===== config.mk =====
export PLATFORM = sky130hd
export DESIGN_NAME = phase_sequencer
export DESIGN_NICKNAME = d
export VERILOG_FILES = /design/src/rtl/phase_sequencer.sv
export SDC_FILE = /design/constraint.sdc
export NUM_CORES = 1
export LEC_CHECK = 0
export BUFFER_PORTS_ARGS = -buffer_cell sky130_fd_sc_hd__buf_4
export CAP_MARGIN = 30
export CORE_UTILIZATION = 48
export CTS_CLUSTER_DIAMETER = 100
export DETAILED_ROUTE_END_ITERATION = 10
export GPL_TIMING_DRIVEN = 0
export PLACE_DENSITY = 0.75
export SLEW_MARGIN = 40
export SYNTH_ARGS = -nofsm -noshare
export SYNTH_HDL_FRONTEND = slang
export SYNTH_SLANG_ARGS = --single-unit

===== constraint.sdc =====
create_clock -name clk -period 3 [get_ports clk]
set_input_delay 0.45 -clock clk [delete_from_list [all_inputs] [get_ports clk]]
set_output_delay 0.45 -clock clk [all_outputs]
set_load 0.05 [all_outputs]

===== src/rtl/phase_sequencer.sv =====
// phase_sequencer: steps through NUM_PHASES one-hot phase enables, each held for a
// programmable dwell and optionally until a per-phase ack; one frame per tick or back-to-back.
module phase_sequencer #(
  parameter int                    NUM_PHASES = 2,
  parameter int                    DWELL_W    = 8,
  parameter logic [NUM_PHASES-1:0] WAIT_MASK  = '0,
  parameter int                    IDX_W      = (NUM_PHASES > 2) ? $clog2(NUM_PHASES) : 1
) (
  input  logic                          clk,
  input  logic                          resetn,
  input  logic                          sample_tick,
  input  logic                          continuous,
  input  logic                          clr_overrun,
  input  logic [NUM_PHASES*DWELL_W-1:0] dwell,
  input  logic [NUM_PHASES-1:0]         phase_ack,
  output logic [NUM_PHASES-1:0]         phase_en,
  output logic [IDX_W-1:0]              phase_idx,
  output logic                          busy,
  output logic                          frame_done,
  output logic                          overrun
);

  localparam logic [1:0] ST_IDLE     = 2'd0;
  localparam logic [1:0] ST_RUN      = 2'd1;
  localparam logic [1:0] ST_WAIT_ACK = 2'd2;

  localparam logic [IDX_W-1:0] LAST_IDX = IDX_W'(NUM_PHASES - 1);

  logic [1:0]            state_q, state_d;
  logic [IDX_W-1:0]      idx_q, idx_d;
  logic [DWELL_W-1:0]    cnt_q, cnt_d;
  logic [NUM_PHASES-1:0] phase_en_q, phase_en_d;
  logic                  busy_q, busy_d;
  logic                  frame_done_q, frame_done_d;
  logic                  overrun_q, overrun_d;

  logic                  advance;
  logic                  enter;
  logic [IDX_W-1:0]      enter_idx;
  logic [DWELL_W-1:0]    dwell_sel;

  // cnt_q holds the dwell cycles still to go after the current one, so it is
  // loaded with max(dwell,1)-1 on phase entry.
  always_comb begin
    state_d      = state_q;
    idx_d        = idx_q;
    cnt_d        = cnt_q;
    frame_done_d = 1'b0;
    advance      = 1'b0;
    enter        = 1'b0;
    enter_idx    = '0;
    dwell_sel    = '0;

    case (state_q)
      ST_IDLE: begin
        if (sample_tick || continuous) enter = 1'b1;
      end
      ST_RUN: begin
        if (cnt_q != '0)             cnt_d   = cnt_q - 1'b1;
        else if (WAIT_MASK[idx_q])   state_d = ST_WAIT_ACK;
        else                         advance = 1'b1;
      end
      ST_WAIT_ACK: begin
        if (phase_ack[idx_q]) advance = 1'b1;
      end
      default: begin
        state_d = ST_IDLE;
        idx_d   = '0;
        cnt_d   = '0;
      end
    endcase

    if (advance) begin
      if (idx_q == LAST_IDX) begin
        frame_done_d = 1'b1;
        if (continuous) begin
          enter = 1'b1;
        end else begin
          state_d = ST_IDLE;
          idx_d   = '0;
          cnt_d   = '0;
        end
      end else begin
        enter     = 1'b1;
        enter_idx = idx_q + 1'b1;
      end
    end

    for (int i = 0; i < NUM_PHASES; i++) begin
      if (enter_idx == IDX_W'(i)) dwell_sel = dwell[i*DWELL_W +: DWELL_W];
    end

    if (enter) begin
      state_d = ST_RUN;
      idx_d   = enter_idx;
      cnt_d   = (dwell_sel == '0) ? '0 : dwell_sel - 1'b1;
    end
  end

  // Overrun set takes priority over a same-cycle clear.
  always_comb begin
    busy_d     = (state_d != ST_IDLE);
    phase_en_d = busy_d ? (NUM_PHASES'(1) << idx_d) : '0;
    overrun_d  = (busy_q & sample_tick & ~continuous) | (overrun_q & ~clr_overrun);
  end

  always_ff @(posedge clk) begin
    if (!resetn) begin
      state_q      <= ST_IDLE;
      idx_q        <= '0;
      cnt_q        <= '0;
      phase_en_q   <= '0;
      busy_q       <= 1'b0;
      frame_done_q <= 1'b0;
      overrun_q    <= 1'b0;
    end else begin
      state_q      <= state_d;
      idx_q        <= idx_d;
      cnt_q        <= cnt_d;
      phase_en_q   <= phase_en_d;
      busy_q       <= busy_d;
      frame_done_q <= frame_done_d;
      overrun_q    <= overrun_d;
    end
  end

  assign phase_en   = phase_en_q;
  assign phase_idx  = idx_q;
  assign busy       = busy_q;
  assign frame_done = frame_done_q;
  assign overrun    = overrun_q;

endmodule


==> reports/qor.csv <==
stage;metric;value;unit
logic_synthesis;mux share of post-synthesis cell area;3.95;%
critical_path;Worst Path Max Fanout;7;
critical_path;Worst Path Required;3.19;ns
cts;clk sinks;16;
final_layout;layout cells sized above 1;27.8;%
logic_synthesis;most frequent cell after synthesis;nand2_1;
drt;drt wl/cell;14.2;um
cts;clock transition at the registers of the reported paths;0.09;ns
final_layout;final instance area;0.00170;mm2
final_layout;diode count;0;
timing;RSZ-0062 raised after global routing;false;
drt;DRC viols;0;
logic_synthesis;synthesized area per cell;8.16;um2
min_path;Hold WC Path Type;primary input to register;
logic_synthesis;Ys Warns;0;
floorplan;Die Wd;54.0;um
drt;M1 WL;1420;um
grt;initial antenna violation count;0;
logic_synthesis;Post-Synth Adder-Cell Area;8.68;%
drt;DRT iter0 DRCs;41;
logic_synthesis;Yosys top cell by area;dfxtp_1;
critical_path;Crit Path Class;register to register;
timing;final hold violations;0;
pwr;PwrDens;450;mW/mm2
timing;# setup viols final;0;
floorplan;chip height;54.0;um
logic_synthesis;synth top area cells;dfxtp_1 (25%), ha_1 (8.7%), nand2_1 (5.8%);
cts;CTS Hold Bufs;0;
final_layout;final std cells w/o fill;224;
logic_synthesis;Most used DFF post-synth;dfxtp_1;
final_layout;Total Nets Final;227;
grt;vias in the first global route;1148;
floorplan;total core area;0.00252;mm2
final_layout;Layout area overhead;30.7;%
cts;Num CTS Buffers;3;
pwr;Peak VDD IR;0.328;mV
logic_synthesis;XOR/XNOR share of the synthesized area;8.10;%
placed_design;gpl congestion;0.851;
critical_path;Crit path arrival time;3.04;ns
logic_synthesis;Async SR Flop Fraction;0;%
drt;drt pass-1 iters;4;
placed_design;hpwl dp;2400;um
cts;CTS tree;done;
grt;largest net degree at the start of global routing;11;
logic_synthesis;syn nets;191;
logic_synthesis;Mapped Cells;159;
pwr;Final Total Pwr;0.762;mW
timing;setup_tns;0;ns
logic_synthesis;Commonest cells post-synth;nand2_1 (20), dfxtp_1 (16), nor2_1 (11);
cts;worst-skew pair later-pin latency;0.29;ns
timing;clock skew;0.00227;ns
placed_design;placed inst area;0.00155;mm2
cts;Max clock buf depth;2;
flow_run;Max Cap Violations;0;
floorplan;# rows;18;
logic_synthesis;simple logic cell fraction of the synthesized area;31.0;%
cts;clock root cell;clkbuf_4;
timing;maximum clock rate;351;MHz
grt;GRT Total Usage;23.7;%
critical_path;Setup crit start kind;register;
logic_synthesis;Yosys reg bits;16;
logic_synthesis;sequential share of the synthesized area;24.7;%
pwr;Leak;0.665;nW
cts;H-tree depth;1;
logic_synthesis;largest family of logic cells by synthesized area;simple AND/OR/NAND/NOR gates;
grt;grt ovf;0;
logic_synthesis;Distinct cells, synth;42;
floorplan;Die ar.;0.00291;mm2
timing;period utilization;94.9;%
timing;Slew HR;57.8;%
grt;first-pass GRT wire length;5030;um
drt;metal2 WL;1590;um
placed_design;IO Port Bufs;28;
logic_synthesis;post-synthesis compound-gate area fraction;21.2;%
floorplan;Starting Density;51.4;%
critical_path;Worst setup EP type;register;
logic_synthesis;Mapped Area;0.00130;mm2
timing;Worst-Margin Slew;0.630;ns
drt;met3 routed WL;152;um
status;status;finished, final reports clean;
timing;minimum clock period;2.85;ns
logic_synthesis;EDFF count, synth;0;
logic_synthesis;post-synth top area share;24.7;%
floorplan;Boundary Pins;29;
drt;routed vias/inst;5.81;
drt;Antenna Nets Post-Route;0;
drt;Max Used Layer;met4;
placed_design;Placed Instances;217;
timing;Final Max Tran Viols;0;
drt;aggregate routed wire length;3180;um
drt;Vias;1302;
[metrics by stage]
stage          utilization, %  setup slack (ns)  hold slack [ns]
3_3_place_gp             61.3            -0.308            0.469
6_report                 67.2             0.152            0.423
5_1_grt                  67.2           0.00430            0.405
3_5_place_dp             61.3            -0.400            0.471
4_1_cts                  64.8          -0.00275            0.420
2_1_floorplan               -             0.118            0.603
[per-layer routing]
metal | vias up | GRT usage (%)
li1 | 647 | -
met1 | 603 | 31.4
met2 | 48 | 39.5
met3 | 4 | 3.39
met4 | 0 | 7.26
met5 | - | 0
[critical path, cell delays in order (launching register included)]
cell and delay, ns:
dfxtp_1 0.39, nor4_4 0.41, a32oi_2 0.22, nor3b_4 0.25, buf_4 0.18, mux2i_4 0.25
ha_2 0.21, nor3b_2 0.15, nand2_1 0.12, o221ai_4 0.11, mux2i_4 0.13, nor2b_1 0.16
o21a_1 0.18
[state kept, by name, indices dropped and copies added (netlist names)]
register,count
phase_idx,1
busy,1
phase_en,2
cnt_q,8
frame_done,1
state_q,2
overrun,1
[layout by cell type (no fill, tap or decap), drive strengths merged, types with 2 or more instances in the layout]
cell type  count
a21boi         9
a21o           2
a21oi          4
and3           3
buf           32
clkbuf         5
dfxtp         16
ha             9
inv            6
mux2i          4
nand2         20
nand2b         6
nor2          11
nor2b          3
nor3           6
nor3b          6
nor4           7
o211ai         5
o21a           2
o21ai          9
o2bb2ai        2
xnor2          8
xor2           4
[timing repair]
| item | CTS | global route |
|---|---|---|
| endpoints found under the setup margin | 8 | 8 |
| hold endpoints to repair | 0 | 0 |
| pin swaps | 2 | 2 |
| buffers inserted | 3 | 0 |
| gates resized for setup | 7 | 11 |
[area by class of cell]
class / instances / area (um2)
Buffer: 2 / 15.0
Inverter: 6 / 22.5
Clock buffer: 4 / 36.3
Sequential cell: 16 / 323
Fill cell: 202 / 827
Timing Repair Buffer: 31 / 233
Tap cell: 30 / 37.5
Multi-Input combinational cell: 135 / 1030
[power by group]
part	switching (mW)	total [mW]	leakage, nW	internal (mW)
combinational	0.184	0.350	0.512	0.167
clock	0.0685	0.142	0.0210	0.0739
sequential	0.0335	0.269	0.132	0.236
total	0.286	0.762	0.665	0.477
[path summary, 6_finish.rpt]
check | startpoint | cells past startpoint | slack, ns | endpoint
max reg2reg | cnt_q[3] | 12 | 0.15 | cnt_q[1]
min | clr_overrun | 3 | 0.42 | overrun
max | cnt_q[3] | 12 | 0.15 | cnt_q[1]
min reg2reg | overrun | 2 | 0.48 | overrun
[kinds of logic (layout without fill, tap and decap cells)]
| family | Yosys count | after routing |
|---|---|---|
| flops | 16 | 16 |
| compound gates | 40 | 40 |
| buf+inv | 8 | 43 |
| fa+ha+maj | 9 | 9 |
| simple gates | 69 | 69 |
| xor+xnor | 12 | 12 |
| mux | 5 | 5 |
Note: power is estimated with default switching activity, not from simulation.
